### src/rtl/cascade_counter.sv
// Cascade counter: NUM_STAGES chained STAGE_BITS-wide counters with
// per-stage terminal values, parallel load, clear and a full-chain wrap pulse.
//
// Ports:
//   clk            clock, all state updates on the rising edge
//   rst            synchronous active-high reset
//   clear          synchronous zeroing of all stages
//   count_enable   advance the chain by one step
//   count_down     1 = decrement, 0 = increment (down build only)
//   load           parallel load of load_val
//   load_val       load data, stage i at [i*STAGE_BITS +: STAGE_BITS]
//   rollover_val   per-stage terminal value, same packing
//   count_out      registered stage counts, same packing
//   stage_rollover bit i = stage i at its terminal value
//   rollover_flag  all stages at their terminal value
//   wrap_pulse     registered one-cycle pulse on full-chain wrap
//
// Build option: define CASCADE_COUNTER_DOWN_EN to enable down counting.
// Without it count_down is accepted but ignored and the chain counts up only.

module cascade_counter #(
    parameter int NUM_STAGES = 3,
    parameter int STAGE_BITS = 4
) (
    input  logic                               clk,
    input  logic                               rst,
    input  logic                               clear,
    input  logic                               count_enable,
    input  logic                               count_down,
    input  logic                               load,
    input  logic [NUM_STAGES*STAGE_BITS-1:0]   load_val,
    input  logic [NUM_STAGES*STAGE_BITS-1:0]   rollover_val,
    output logic [NUM_STAGES*STAGE_BITS-1:0]   count_out,
    output logic [NUM_STAGES-1:0]              stage_rollover,
    output logic                               rollover_flag,
    output logic                               wrap_pulse
);

    localparam int W = NUM_STAGES * STAGE_BITS;

    logic [W-1:0]          count_q;
    logic [W-1:0]          count_d;
    logic [W-1:0]          count_step;
    logic                  wrap_q;
    logic                  wrap_d;
    logic [NUM_STAGES-1:0] term;
    logic [NUM_STAGES-1:0] carry;

`ifdef CASCADE_COUNTER_DOWN_EN
    logic down;
    assign down = count_down;
`else
    logic unused_count_down;
    assign unused_count_down = count_down;
`endif

    for (genvar g = 0; g < NUM_STAGES; g++) begin : g_stage
        logic [STAGE_BITS-1:0] cnt;
        logic [STAGE_BITS-1:0] rv;
        logic [STAGE_BITS-1:0] nxt;

        assign cnt = count_q[g*STAGE_BITS +: STAGE_BITS];
        assign rv  = rollover_val[g*STAGE_BITS +: STAGE_BITS];

`ifdef CASCADE_COUNTER_DOWN_EN
        assign term[g] = down ? (cnt == '0) : (cnt >= rv);

        // A loaded value above the terminal snaps back to the terminal
        // when counting down, rather than walking down through it.
        always_comb begin
            nxt = cnt;
            if (down) begin
                if ((cnt == '0) || (cnt > rv)) nxt = rv;
                else                           nxt = cnt - 1'b1;
            end else begin
                if (cnt >= rv) nxt = '0;
                else           nxt = cnt + 1'b1;
            end
        end
`else
        // ">=" so that a loaded value above the terminal wraps to 0.
        assign term[g] = (cnt >= rv);
        assign nxt     = term[g] ? '0 : cnt + 1'b1;
`endif

        // Stage g steps only when every lower stage is terminal.
        if (g == 0) begin : g_first
            assign carry[g] = 1'b1;
        end else begin : g_rest
            assign carry[g] = carry[g-1] & term[g-1];
        end

        assign count_step[g*STAGE_BITS +: STAGE_BITS] = carry[g] ? nxt : cnt;
    end

    always_comb begin
        count_d = count_q;
        wrap_d  = 1'b0;
        if (clear) begin
            count_d = '0;
        end else if (load) begin
            count_d = load_val;
        end else if (count_enable) begin
            count_d = count_step;
            wrap_d  = &term;
        end
    end

    always_ff @(posedge clk) begin
        if (rst) begin
            count_q <= '0;
            wrap_q  <= 1'b0;
        end else begin
            count_q <= count_d;
            wrap_q  <= wrap_d;
        end
    end

    assign count_out      = count_q;
    assign stage_rollover = term;
    assign rollover_flag  = &term;
    assign wrap_pulse     = wrap_q;

endmodule

### config.mk
export PLATFORM = sky130hd
export DESIGN_NAME = cascade_counter
export DESIGN_NICKNAME = d
export VERILOG_FILES = /design/src/rtl/cascade_counter.sv
export SDC_FILE = /design/constraint.sdc
export NUM_CORES = 1
export LEC_CHECK = 0
export BUFFER_PORTS_ARGS = -buffer_cell sky130_fd_sc_hd__buf_2
export CORE_MARGIN = 2
export CORE_UTILIZATION = 51
export CTS_CLUSTER_DIAMETER = 50
export DETAILED_ROUTE_END_ITERATION = 8
export PLACE_DENSITY = 0.85
export RECOVER_POWER = 100
export SETUP_SLACK_MARGIN = 0.15
export SYNTH_ARGS = -nofsm -noshare
export SYNTH_HDL_FRONTEND = slang
export SYNTH_SLANG_ARGS = --single-unit
### constraint.sdc
create_clock -name clk -period 3.5 [get_ports clk]
set_input_delay 0.525 -clock clk [delete_from_list [all_inputs] [get_ports clk]]
set_output_delay 0.525 -clock clk [all_outputs]
set_load 0.05 [all_outputs]
Word level (Yosys, flattened, before mapping)
Cells that the tools add are included.
- add/subtract/negate cells: 3
- $lt $le $gt $ge: 3
- mux-type cells: 7
- bitwise gates (word level): 2
- reductions and logical operators: 8
- operator list (operator ; count):
    12-bit 2-to-1 mux ; 2
    4-bit 2-to-1 mux ; 5
    4-bit by 1-bit adder with 4-bit output (second input constant) ; 3
    4-bit greater-or-equal comparator ; 3
    2-bit nonzero test ; 3
    2-bit AND reduction ; 2
    4-bit OR reduction ; 1
    3-bit AND reduction ; 1
    2-bit OR reduction ; 1
    1-bit bitwise AND ; 1
    1-bit inverter ; 1
- flip-flop bits (word level): 13
- input bits: 30
- output and inout port bits: 17
- logic and storage cells: 27

Logic depth before layout (Yosys ltp)
- word-level depth: 5
- depth in mapped cells: 9
- depth with buffers taken out: 8

Least setup slack after synthesis
OpenSTA, ideal clock, no wires.
- kind: flip-flop to output port
- start: reg count_q[8] (netlist: count_out[8])
- end: out rollover_flag
- arrival time: 2.938 ns
- required time: 2.975 ns
- path slack: 0.037 ns
- stages on the path, launching flop included: 9
- buffers on the path: 0
- cell sequence: dfxtp_1 > inv_1 > ha_1 > nand2b_1 > a21oi_1 > o21a_1 > inv_1 > nand2_1 > nor3_1
- word-level cells in the longest chain between the ends: 2
- ends and longest elaborated chain (element ; RTL line ; source):
    start, declared ; 41 ; logic [W-1:0] count_q;
    start signal, assigned ; 114 ; count_q <= count_d;
    4-bit greater-or-equal comparator ; 82 ; assign term[g] = (cnt >= rv);
    via stage_rollover[2] ; 34 ; output logic [NUM_STAGES-1:0] stage_rollover,
    3-bit AND reduction ; 121 ; assign rollover_flag = &term;
    end, declared ; 35 ; output logic rollover_flag,
The timed path passes the listed nets, and every way through them passes these cells.

Worst setup path in the final report
- start: reg count_q[4] (netlist: count_out[4])
- end: out rollover_flag
- word-level cells in the longest chain between the ends: 2
- ends and longest elaborated chain (element ; RTL line):
    4-bit greater-or-equal comparator ; 82
    3-bit AND reduction ; 121
No other way between the ends.

==> reports/results.tsv <==
stage	metric	value	unit
final_layout	final_cell_mix	29 x buf_2, 18 x inv_1, 17 x clkbuf_1, 15 x ha_1, 13 x dfxtp_1	
timing	hold_viol_final	0	
global_routing	antenna_found_initial	0	
run	drv_cap	0	
power	clockPowerShare	24.4	%
worst_hold_path	min_path_type	in -> reg	
final_layout	layout-drive-gt1-share	22.3	%
routing	num_vias	1165	
floorplanning	die_h	50.5	um
global_routing	grt_pass1_wl	4440	um
final_layout	final_common_cell	buf_2	
timing	period_minus_slack	3.04	ns
synth	synth-main-ff-cell	dfxtp_1	
cts	clk_pin_slew	0.08	ns
routing	wl_per_cell	12.8	um
power	pwr-share-seq	41.3	%
floorplanning	die_x	50.5	um
timing	rsz0062_at_grt	no	
critical_path	cp.required	2.97	ns
final_layout	diodes	0	
timing	setup_viol	0	
floorplanning	dieArea	2550	sq um
power	pwr-share-comb	34.2	%
critical_path	crit_chain	inv_1 -> ha_1 -> nand2b_1 -> a2111oi_4 -> or2_0 -> inv_6 -> nand2_1 -> nor3_2 -> buf_2	
power	ir_drop	0.251	mV
global_routing	grt_max_degree	19	
cts	cts.sinks	13	
routing	postRouteAntennaNets	0	
synth	ys_seq_area_share	23.6	%
floorplanning	rows	16	
synth	synth-edff-count	0	
routing	drt-total-wl	2630	um
synth	syn_avg_cell_area	8.12	sq um
timing	finClkSkew	0.00168	ns
critical_path	max_stage_delay	0.46	ns
cts	cts_setup_buffers	0	
global_routing	grt.overflow.total	0	
synth	synth_cell_types	43	
cts	cts_root_buf	clkbuf_4	
power	switching_share	37.2	%
power	power.internal	0.000244	W
synth	async_reset_ff_share	0	%
cts	clock_latency	0.28	ns
global_routing	grtUsageTotal	22.3	%
timing	setup_tns	0	ns
timing	slew_headroom	60.1	%
critical_path	worstSetupEndpointType	output pin	
cts	cts_tree	done	
power	p_sw	0.000145	W
final_layout	nets	225	
cts	cts_buffers	3	
place	hpwl	2150	um
timing	achievable-frequency	329	MHz
final_layout	area_growth	20.6	%
timing	post-route-period-util	87.0	%
cts	cts.repair.resized	0	
critical_path	path_max_fanout	7	
cts	hold_buffers	0	
critical_path	critical_path_class	reg -> out	
cts	cts_htree_levels	1	
critical_path	crit_arrival	2.52	ns
synth	synth_cells	136	
synth	ys_ff_latch	13	
power	p_leak	0.626	nW
floorplanning	start_util	55.2	%
run_status	status	completed	
critical_path	crit_slowest_cell	or2_0	
floorplanning	ios	47	
place	port_buffers	45	
synth	syn-cell-area	1100	sq um
routing	dr.pass1.iters	4	
power	power.total	0.000389	W
place	place_congestion	0.832	
synth	ys_warn_count	0	
timing	tightest_slew	0.601	ns
floorplanning	core_area	2000	sq um
synth	synth_nets	181	
routing	vias_per_cell	5.66	
power	power_density	292	nW/um^2
global_routing	grt_pass1_vias	1087	
routing	drc_errors	0	
routing	drt_iter0_markers	24	
timing	drv_slew	0	
critical_path	start_kind	register	
cts	clockBufferDepth	2	
==> cells in the mapped netlist, types with 2 or more instances <==
cell type   n  share of area, %
nand2_1     5               1.7
nor2_1      5               1.7
nor3_1      3               1.4
o221a_2     2               2.0
clkbuf_1    3               1.0
nor3b_1     2               1.4
o21ai_0     9               4.1
a21o_1      2               1.4
nand3_1     7               3.2
a21oi_1     9               4.1
dfxtp_1    13                24
inv_1      18               6.1
ha_1       15                17
o21a_1      3               2.0
or2_1       2               1.1
a31oi_1     6               3.4
nand2b_1    2               1.1
a211oi_1    4               2.7
nand4_1     2               1.1
==> sequential cells by signal (all words and copies together) (netlist names) <==
register / flops
count_out: 12
wrap_pulse: 1
==> final timing paths <==
check                                  from                         end  slack, ns  depth (start not counted)
setup reg to reg  count_out[4]$_SDFFE_PP0P_  count_out[11]$_SDFFE_PP0P_       1.12                          8
setup / recovery  count_out[4]$_SDFFE_PP0P_               rollover_flag       0.46                          9
hold reg to reg   count_out[4]$_SDFFE_PP0P_   count_out[4]$_SDFFE_PP0P_       0.54                          2
hold / removal                  load_val[0]   count_out[0]$_SDFFE_PP0P_       0.51                          3
==> layout make-up <==
class | instances | area [sq um]
Clock buffer | 4 | 26.3
Fill cell | 193 | 669
Sequential cell | 13 | 260
Multi-Input combinational cell | 98 | 731
Inverter | 19 | 76.3
Timing Repair Buffer | 45 | 205
Tap cell | 27 | 33.8
==> metal layers <==
layer	track usage (%)	share of wire (%)	wire (um)
met1	24.6	41	1070
met3	5.65	5.8	153
met2	41.4	52	1380
met4	6.76	0.88	23
met5	0	0	0
==> worst max-delay path: cells and delay by family (launching register included) <==
kind            cells  cell delay, ns
flops               1            0.41
simple gates        4            0.80
compound gates      1            0.38
fa+ha+maj           1            0.27
buf+inv             3            0.38
==> logic make-up after synthesis <==
family          share of synthesized area [%]
mux                                      1.02
flops                                    23.6
buf+inv                                  10.1
compound gates                           29.4
fa+ha+maj                                17.0
simple gates                             17.3
xor+xnor                                 1.59
==> power groups by stage <==
stage                     clock network, W  registers [W]   logic, W
after floorplan                          0       0.000182  0.0000829
after global placement                   0       0.000164   0.000133
after detailed placement                 0       0.000164   0.000138
after CTS                        0.0000982       0.000161   0.000138
after global routing              0.000105       0.000162   0.000147
final                            0.0000951       0.000161   0.000133
==> metrics by stage <==
| step | utilization [%] | instances | hold WS [ns] | cell area [sq um] | worst slack [ns] |
|---|---|---|---|---|---|
| floorplan | - | 136 | 0.689 | 1110 | 0.449 |
| global placement | 66.6 | 202 | 0.522 | 1330 | 0.785 |
| detailed placement | 66.6 | 202 | 0.527 | 1330 | 0.757 |
| CTS | 67.9 | 206 | 0.504 | 1360 | 0.615 |
| global route | 66.6 | 206 | 0.494 | 1330 | 0.239 |
| finish | 66.6 | 206 | 0.508 | 1330 | 0.457 |
(Power assumes the default switching activity.)
